## src/rtl/serial_subtractor_pkg.sv

```systemverilog
// Shared definitions for the serial subtractor: FSM state encoding and the
// default operand width.
package vlsi_pkg;

    localparam int VLSI_WIDTH = 8;

    typedef enum logic [1:0] {
        ST_IDLE = 2'd0,
        ST_RUN  = 2'd1,
        ST_DONE = 2'd2
    } state_t;

endpackage : vlsi_pkg

```

## src/rtl/serial_subtractor_if.sv

```systemverilog
// Operand/result bundle for the serial subtractor.
//
// Handshake rule (both sides): a transfer happens on a rising clock edge where
// valid and ready are both high. The producer holds its payload stable while
// valid is high and ready is low; ready may depend on the consumer's state but
// never on valid of the same channel.
//
// 'state' is a debug view of the FSM for checkers and probes.
interface serial_subtractor_if
    import vlsi_pkg::*;
#(
    parameter int WIDTH = VLSI_WIDTH
);
    logic             in_valid;
    logic             in_ready;
    logic [WIDTH-1:0] a;
    logic [WIDTH-1:0] b;
    logic             out_valid;
    logic             out_ready;
    logic [WIDTH-1:0] diff;
    logic             borrow;
    logic             busy;
    state_t           state;

    // Engine side.
    modport slave (
        input  in_valid, a, b, out_ready,
        output in_ready, out_valid, diff, borrow, busy, state
    );

    // Producer/consumer side.
    modport master (
        output in_valid, a, b, out_ready,
        input  in_ready, out_valid, diff, borrow, busy, state
    );

endinterface : serial_subtractor_if

```

## src/rtl/full_subtractor_bit.sv

```systemverilog
// One-bit full subtractor cell: d = a - b - bin, bout set when the bit
// position has to borrow from the next one up.
module full_subtractor_bit (
    input  logic a,
    input  logic b,
    input  logic bin,
    output logic d,
    output logic bout
);

    // Difference and borrow-out of a single bit position.
    always_comb begin
        d    = a ^ b ^ bin;
        bout = (~a & b) | (~(a ^ b) & bin);
    end

endmodule : full_subtractor_bit

```

## src/rtl/serial_subtractor.sv

```systemverilog
// Bit-serial unsigned subtractor. Operands are accepted in IDLE, processed
// LSB-first one bit per clock in RUN, and the difference plus final borrow
// are presented in DONE until the consumer takes them.
//
// RUN spends WIDTH shift cycles followed by one commit cycle in which the
// finished shift register is copied into the result registers. That keeps
// the visible diff/borrow untouched while bits are still moving, and gives
// an accept-to-out_valid latency of WIDTH+1 edges.
module serial_subtractor
    import vlsi_pkg::*;
#(
    parameter int WIDTH = VLSI_WIDTH
) (
    input  logic                clk,
    input  logic                rst,
    serial_subtractor_if.slave  bus
);

    localparam int CW = (WIDTH > 1) ? $clog2(WIDTH) : 1;
    localparam logic [CW-1:0] LAST_CNT = CW'(WIDTH - 1);

    state_t           state;
    state_t           state_next;

    logic [WIDTH-1:0] a_sr;
    logic [WIDTH-1:0] b_sr;
    logic [WIDTH-1:0] d_sr;
    logic             borrow_ff;
    logic [CW-1:0]    cnt;
    logic             commit;

    logic [WIDTH-1:0] diff_q;
    logic             borrow_q;

    logic             accept;
    logic             shifting;
    logic             last_bit;
    logic             cell_d;
    logic             cell_bout;

    assign accept   = (state == ST_IDLE) && bus.in_valid;
    assign shifting = (state == ST_RUN) && !commit;
    assign last_bit = shifting && (cnt == LAST_CNT);

    full_subtractor_bit u_cell (
        .a    (a_sr[0]),
        .b    (b_sr[0]),
        .bin  (borrow_ff),
        .d    (cell_d),
        .bout (cell_bout)
    );

    // State register.
    always_ff @(posedge clk or posedge rst) begin
        if (rst) begin
            state <= ST_IDLE;
        end else begin
            state <= state_next;
        end
    end

    // Next-state logic.
    always_comb begin
        state_next = state;
        case (state)
            ST_IDLE: if (accept)        state_next = ST_RUN;
            ST_RUN:  if (commit)        state_next = ST_DONE;
            ST_DONE: if (bus.out_ready) state_next = ST_IDLE;
            default:                    state_next = ST_IDLE;
        endcase
    end

    // Operand/result shift registers, borrow chain and bit counter.
    always_ff @(posedge clk or posedge rst) begin
        if (rst) begin
            a_sr      <= '0;
            b_sr      <= '0;
            d_sr      <= '0;
            borrow_ff <= 1'b0;
            cnt       <= '0;
            commit    <= 1'b0;
        end else if (accept) begin
            a_sr      <= bus.a;
            b_sr      <= bus.b;
            d_sr      <= '0;
            borrow_ff <= 1'b0;
            cnt       <= '0;
            commit    <= 1'b0;
        end else if (shifting) begin
            a_sr      <= a_sr >> 1;
            b_sr      <= b_sr >> 1;
            d_sr      <= {cell_d, d_sr[WIDTH-1:1]};
            borrow_ff <= cell_bout;
            if (last_bit) begin
                commit <= 1'b1;
            end else begin
                cnt <= cnt + CW'(1);
            end
        end
    end

    // Visible result registers: loaded only on the edge that enters DONE.
    always_ff @(posedge clk or posedge rst) begin
        if (rst) begin
            diff_q   <= '0;
            borrow_q <= 1'b0;
        end else if ((state == ST_RUN) && commit) begin
            diff_q   <= d_sr;
            borrow_q <= borrow_ff;
        end
    end

    // Handshake and status outputs decoded from the registered state.
    always_comb begin
        bus.in_ready  = (state == ST_IDLE);
        bus.out_valid = (state == ST_DONE);
        bus.busy      = (state != ST_IDLE);
        bus.diff      = diff_q;
        bus.borrow    = borrow_q;
        bus.state     = state;
    end

endmodule : serial_subtractor

```

## src/flat_wrapper.sv

```systemverilog
// flat-port wrapper written by rule: the top's interface ports become plain ports
module serial_subtractor_flat import vlsi_pkg::*;
#(
    parameter int WIDTH = VLSI_WIDTH
)
  (clk, rst, bus_in_valid, bus_a, bus_b, bus_out_ready, bus_in_ready, bus_out_valid, bus_diff, bus_borrow, bus_busy, bus_state);
  serial_subtractor_if #(.WIDTH(WIDTH)) bus_i ();
  input  logic clk;
  input  logic rst;
  input wire logic [$bits(bus_i.in_valid)-1:0] bus_in_valid;
  input wire logic [$bits(bus_i.a)-1:0] bus_a;
  input wire logic [$bits(bus_i.b)-1:0] bus_b;
  input wire logic [$bits(bus_i.out_ready)-1:0] bus_out_ready;
  output wire logic [$bits(bus_i.in_ready)-1:0] bus_in_ready;
  output wire logic [$bits(bus_i.out_valid)-1:0] bus_out_valid;
  output wire logic [$bits(bus_i.diff)-1:0] bus_diff;
  output wire logic [$bits(bus_i.borrow)-1:0] bus_borrow;
  output wire logic [$bits(bus_i.busy)-1:0] bus_busy;
  output wire logic [$bits(bus_i.state)-1:0] bus_state;
  assign bus_i.in_valid = bus_in_valid;
  assign bus_i.a = bus_a;
  assign bus_i.b = bus_b;
  assign bus_i.out_ready = bus_out_ready;
  assign bus_in_ready = bus_i.in_ready;
  assign bus_out_valid = bus_i.out_valid;
  assign bus_diff = bus_i.diff;
  assign bus_borrow = bus_i.borrow;
  assign bus_busy = bus_i.busy;
  assign bus_state = bus_i.state;
  serial_subtractor #(.WIDTH(WIDTH)) u_core (.clk(clk), .rst(rst), .bus(bus_i));
endmodule
```

## config.mk

```make
export PLATFORM = sky130hd
export DESIGN_NAME = serial_subtractor_flat
export DESIGN_NICKNAME = d
export VERILOG_FILES = /design/src/rtl/serial_subtractor_pkg.sv /design/src/rtl/serial_subtractor_if.sv /design/src/rtl/full_subtractor_bit.sv /design/src/rtl/serial_subtractor.sv /design/src/flat_wrapper.sv
export SDC_FILE = /design/constraint.sdc
export NUM_CORES = 1
export LEC_CHECK = 0
export ABC_AREA = 1
export BUFFER_PORTS_ARGS = -buffer_cell sky130_fd_sc_hd__buf_4
export CORE_ASPECT_RATIO = 1.1
export CORE_MARGIN = 2
export CORE_UTILIZATION = 50
export DETAILED_ROUTE_END_ITERATION = 10
export PLACE_DENSITY = 0.74
export SETUP_SLACK_MARGIN = 0.3
export SYNTH_ARGS = -nofsm -noshare
export SYNTH_HDL_FRONTEND = slang
export SYNTH_SLANG_ARGS = --single-unit
```

## constraint.sdc

```tcl
create_clock -name clk -period 1.31 [get_ports clk]
set_input_delay 0.262 -clock clk [delete_from_list [all_inputs] [get_ports clk]]
set_output_delay 0.262 -clock clk [all_outputs]
set_load 0.02 [all_outputs]
```

* Yosys cells after proc, flatten, opt, wreduce, memory -nomap -nowiden *
Cells that the tools add are included.

word-level totals
  flip-flop bits (word level) = 40
  bits of input ports = 20

cells by class
  $add $sub $neg = 1
  eq/ne operators = 7
  muxes and demuxes = 18
  bitwise gates (word level) = 7
  reduce and logical (&&, ||, !) cells = 12

operator list
  cell                                                                     number
  8-bit two-way mux                                                        6
  3-bit two-way mux                                                        3
  2-bit two-way mux                                                        3
  2-bit by 1-bit inequality test with 1-bit output, second input constant  3
  2-bit case mux with 3 select lines                                       1
  2-bit nonzero test                                                       3
  1-bit two-way mux                                                        5
  1-bit logical AND                                                        4
  2-bit AND reduction                                                      2
  3-bit by 1-bit adder with 3-bit output, second input constant            1
  3-bit == test, second input constant                                     1
  3-bit AND reduction                                                      1
  1-bit AND                                                                2
  2-bit by 1-bit == test with 1-bit output, second input constant          1
  2-bit == test, second input constant                                     1
  2-bit logical NOT                                                        1
  2-bit inequality test, second input constant                             1
  1-bit NOT                                                                2
  1-bit XOR                                                                2
  1-bit logical NOT                                                        1
  1-bit bitwise OR                                                         1

* Logic depth before layout (Yosys ltp) *
  depth in word-level cells = 6
  gate-level depth with buffers = 7
  mapped depth without buffers = 6

* Hierarchy *
A second synthesis with hierarchy kept.

unflattened totals
  cell total of the unflattened synthesis = 182
  area, all modules = 1676.6 um^2

modules (own cells, without submodules)
  module               instances  cells each  area an instance (um^2)
  serial_subtractor    1          178         1645.3
  full_subtractor_bit  1          4           31.3

* Worst setup path after synthesis *
OpenSTA, ideal clock, no wires.

  path type = register to register
  start = reg u_core.state[0] (netlist: u_core.bus.state[0])
  end = reg u_core.d_sr[1]
  setup time = 0.125 ns
  arrival time = 1.214 ns
  data required time = 1.185 ns
  slack = -0.029 ns
  stages on the path, launching flop included = 7
  cells stage by stage = dfrtp_1 > buf_6 > nor2_4 > nand2_4 > nand2_1 > buf_4 > o22ai_1

on the way
  cells in the longest elaborated chain, start to end = 3
  elaborated cells between the ends (all ways) = 6

RTL lines
  item                                                            RTL line                 text
  from (decl)                                                     serial_subtractor.sv:22  state_t state;
  from (signal assigned)                                          serial_subtractor.sv:58  state <= state_next;
  2-bit logical NOT *                                             -
  via bus_in_ready                                                flat_wrapper.sv:14       output wire logic [$bits(bus_i.in_ready)-1:0] bus_in_ready;
  1-bit logical AND *                                             serial_subtractor.sv:41  assign accept = (state == ST_IDLE) && bus.in_valid;
  8-bit two-way mux / 2-bit nonzero test (equally long branches)  -
  to (signal assigned)                                            serial_subtractor.sv:92  d_sr <= {cell_d, d_sr[WIDTH-1:1]};
  to (decl)                                                       serial_subtractor.sv:27  logic [WIDTH-1:0] d_sr;

Mark *: on every way through the listed nets, which the timed path passes. The rest lies on a longest branch.
A chain may end at the register's enable or synchronous reset.

* Worst setup path in the final report *
  start = reg u_core.state[1] (netlist: u_core.bus.state[1])
  end = reg u_core.b_sr[1]

on the way
  cells in the longest elaborated chain, start to end = 3
  elaborated cells between the ends (all ways) = 6

RTL lines
  item                                                                                  RTL line                                          text
  2-bit by 1-bit == test with 1-bit output / 2-bit logical NOT (equally long branches)  serial_subtractor.sv:42, serial_subtractor.sv:41
  1-bit logical AND, on equally long branches                                           serial_subtractor.sv:42, serial_subtractor.sv:41
  2-bit nonzero test (no line) / 8-bit two-way mux (equally long branches)              -
  to (signal assigned)                                                                  serial_subtractor.sv:84                           b_sr <= bus.b;
  to (signal assigned)                                                                  serial_subtractor.sv:91                           b_sr <= b_sr >> 1;
  to (decl)                                                                             serial_subtractor.sv:26                           logic [WIDTH-1:0] b_sr;

Several ways; a longest one is shown, not always the timed one.

==> flow_summary.ini <==
[floorplan]
die_area_sq_um = 3900
rows = 22
io_pins = 34
die_y_um = 65.3
start_util_pct = 51.7
core_sq_um = 3300
die_x_um = 59.7

[placed_design]
place.gp.congestion = 0.761
dpl_cell_area_sq_um = 2020
dp_cells = 244
post-place-ws_ns = 0.0639
hpwl_mm = 2.18
portBuffers = 33

[drt]
vias_per_cell = 5.53
drt_iter0_markers = 93
drc = 0
antenna_left = 0
firstDrtPassIters = 4
wl_per_cell_um = 17.3
totalWireLength_mm = 4.92
num_vias = 1571

[clocking]
clock_path_buffers = 2
cts_buffers = 5
cts_max_level = 2
cts-root-buf = clkbuf_4
cts.sinks = 40
cts.clk_slew.worst_paths_ns = 0.13
worstSkewPairLatency_ns = 0.35
cts_tree = done

[logic_synthesis]
ys_ff_latch = 40
synth_nets = 201
ys.warnings.count = 0
ys_seq_area_share_pct = 58.6
synth_area_sq_um = 1710
synth_cell_types = 22
synthCells = 178
syn_area_per_cell_sq_um = 9.59

[sta]
period_share_pct = 112
fin_ws_ns = -0.152
slew-limit-headroom_pct = 86.1
fmax_ghz = 0.684
fin_crit_ns = 1.46
hold_violations = 0
slew_viol_final = 0
rsz0062_at_grt = true
setup_violations = 32
tightest_slew_ns = 0.208
clock_skew_ns = 0.0186

[power_and_ir_drop]
vdd_drop_max_mv = 1.37
power.leakage_nw = 1.30
power_density_nw_per_um2 = 2680
power_mw = 7.25

[critical_path]
crit_chain = nor2_4 > buf_4 > buf_6 > nand2_8 > clkbuf_16 > nand3_1 > nand3_1
crit_slowest_cell = dfrtp_2
worst_setup_path_end_kind = flip-flop
crit_top_cell = nand3_1
cp-start-kind = flip-flop
crit_type = flip-flop to flip-flop
critical_path_required_ns = 1.53
critPathBufInv = 3
worstPathMaxFanout = 8
path_delay_family = flip-flops
cp_slowest_stage_delay_ns = 0.48
arrival_ns = 1.69

[finish]
syn_to_final_growth_pct = 58.5
n_antenna_cell = 0
final_nets = 270
drive_gt1_share_pct = 44.4
fin_area_sq_um = 2710
stdcell_count = 284
final_util_pct = 81.9

[status]
outcome = finished with violations
violations = setup timing

[grt]
grt_pass1_vias = 1555
grt_antenna_before_repair = 0
grt_overflow = 0
grt_max_degree = 41
grt_use_total_pct = 23.6
grt_pass1_wl_mm = 6.82

[run]
cap_violations = 0

[min_path]
worst_hold_path_type = primary input to flip-flop
[cells in the mapped netlist]
| cell type | count | area [sq um] |
|---|---|---|
| buf_2 | 2 | 10.0 |
| buf_4 | 2 | 15.0 |
| buf_6 | 3 | 33.8 |
| clkbuf_2 | 1 | 5.00 |
| dfrtp_1 | 40 | 1000 |
| fa_1 | 1 | 20.0 |
| ha_1 | 2 | 25.0 |
| inv_1 | 14 | 52.6 |
| inv_2 | 2 | 7.51 |
| inv_4 | 1 | 6.26 |
| nand2_1 | 51 | 191 |
| nand2_4 | 1 | 11.3 |
| nand3_1 | 32 | 160 |
| nand3_2 | 1 | 10.0 |
| nand3_4 | 1 | 17.5 |
| nand4_1 | 1 | 6.26 |
| nor2_1 | 2 | 7.51 |
| nor2_4 | 1 | 11.3 |
| o21ai_0 | 10 | 50.1 |
| o21ai_2 | 1 | 8.76 |
| o22ai_1 | 8 | 50.1 |
| o31ai_1 | 1 | 7.51 |
[cells by family (layout without fill, tap and decap cells)]
| logic type | after synthesis | after routing | synth area share (%) |
|---|---|---|---|
| buffers and inverters | 25 | 92 | 7.62 |
| AO/OA/AOI/OAI | 20 | 20 | 6.81 |
| AND/OR/NAND/NOR | 90 | 93 | 24.3 |
| adder cells (fa/ha/maj) | 3 | 3 | 2.64 |
| flip-flops | 40 | 40 | 58.6 |
[cell usage in the layout (no fill, tap or decap), types with 2 or more instances in the layout]
| cell type | instances |
|---|---|
| buf_8 | 4 |
| o21ai_2 | 3 |
| nand3_2 | 5 |
| o22ai_2 | 4 |
| buf_12 | 5 |
| inv_1 | 12 |
| clkbuf_8 | 2 |
| nand2_2 | 6 |
| nand2_8 | 2 |
| o22ai_1 | 4 |
| buf_6 | 18 |
| nand3_1 | 27 |
| clkbuf_16 | 2 |
| dfrtp_1 | 37 |
| nand3_4 | 5 |
| clkbuf_4 | 5 |
| buf_4 | 36 |
| nor2_1 | 2 |
| dfrtp_2 | 3 |
| o21ai_1 | 8 |
| nand2_1 | 43 |
[power breakdown]
group          internal [mW]  leakage (nW)  switching (mW)
clock network          0.316        0.0386           0.393
registers               1.78         0.511           0.358
logic                   2.19         0.754            2.21
total                   4.29          1.30            2.96
[path summary, 6_finish.rpt]
kind | start | endpoint | slack [ns] | cells past startpoint
worst max register to register | u_core.bus.state[1]$_DFFE_PP0P_ | u_core.b_sr[1]$_DFFE_PP0P_ | -0.15 | 7
max in group asynchronous | rst | u_core.bus.state[0]$_DFFE_PP0P_ | 0.58 | 4
min in group asynchronous | rst | u_core.d_sr[3]$_DFFE_PP0P_ | 0.50 | 4
worst min register to register | u_core.cnt[2]$_DFFE_PP0P_ | u_core.cnt[2]$_DFFE_PP0P_ | 0.50 | 2
worst min-delay path | bus_out_ready | u_core.bus.state[1]$_DFFE_PP0P_ | 0.08 | 2
worst max-delay path | u_core.bus.state[1]$_DFFE_PP0P_ | u_core.b_sr[1]$_DFFE_PP0P_ | -0.15 | 7
[registers in the layout (all words and copies together), names as in the netlist]
name	flops
u_core.bus.state	2
u_core.b_sr	8
u_core.cnt	3
u_core.borrow_ff	1
u_core.a_sr	8
u_core.commit	1
u_core.bus.diff	8
u_core.d_sr	8
u_core.bus.borrow	1
[worst register-to-register path, cell delays in order, from the launching register on]
cell	delay (ns)
dfrtp_2	0.48
nor2_4	0.14
buf_4	0.13
buf_6	0.11
nand2_8	0.10
clkbuf_16	0.18
nand3_1	0.11
nand3_1	0.10
[per-stage QoR]
step	hold slack (ns)	TNS, ns
floorplan	0.241	0
global placement	0.323	0
detailed placement	0.328	0
CTS	0.0727	-0.229
global route	0.0556	-3.23
finish	0.0761	-2.01
[timing repair]
item | in CTS | in global routing
setup endpoints to repair | 53 | 54
hold buffers | 1 | 0
cloned | 5 | 2
gates resized for setup | 47 | 34
hold endpoints to repair | 40 | 0
pin swaps | 5 | 12
buffers inserted | 18 | 6
[routing by layer]
layer / vias up / global-route usage, % / part of all wire (%)
li1: 734 / - / -
met4: 0 / 8.06 / 1.7
met2: 46 / 41.4 / 56
met3: 11 / 6.30 / 4.0
met1: 780 / 27.2 / 38
met5: - / 0 / 0
[layout make-up]
class	count	area [sq um]
clock buffer	8	68.8
inverter	17	109
sequential	40	1000
fill	179	597
multi-input combinational	116	758
tap	36	45.0
timing repair buffer	67	721
Note: power is estimated with default switching activity, not from simulation.
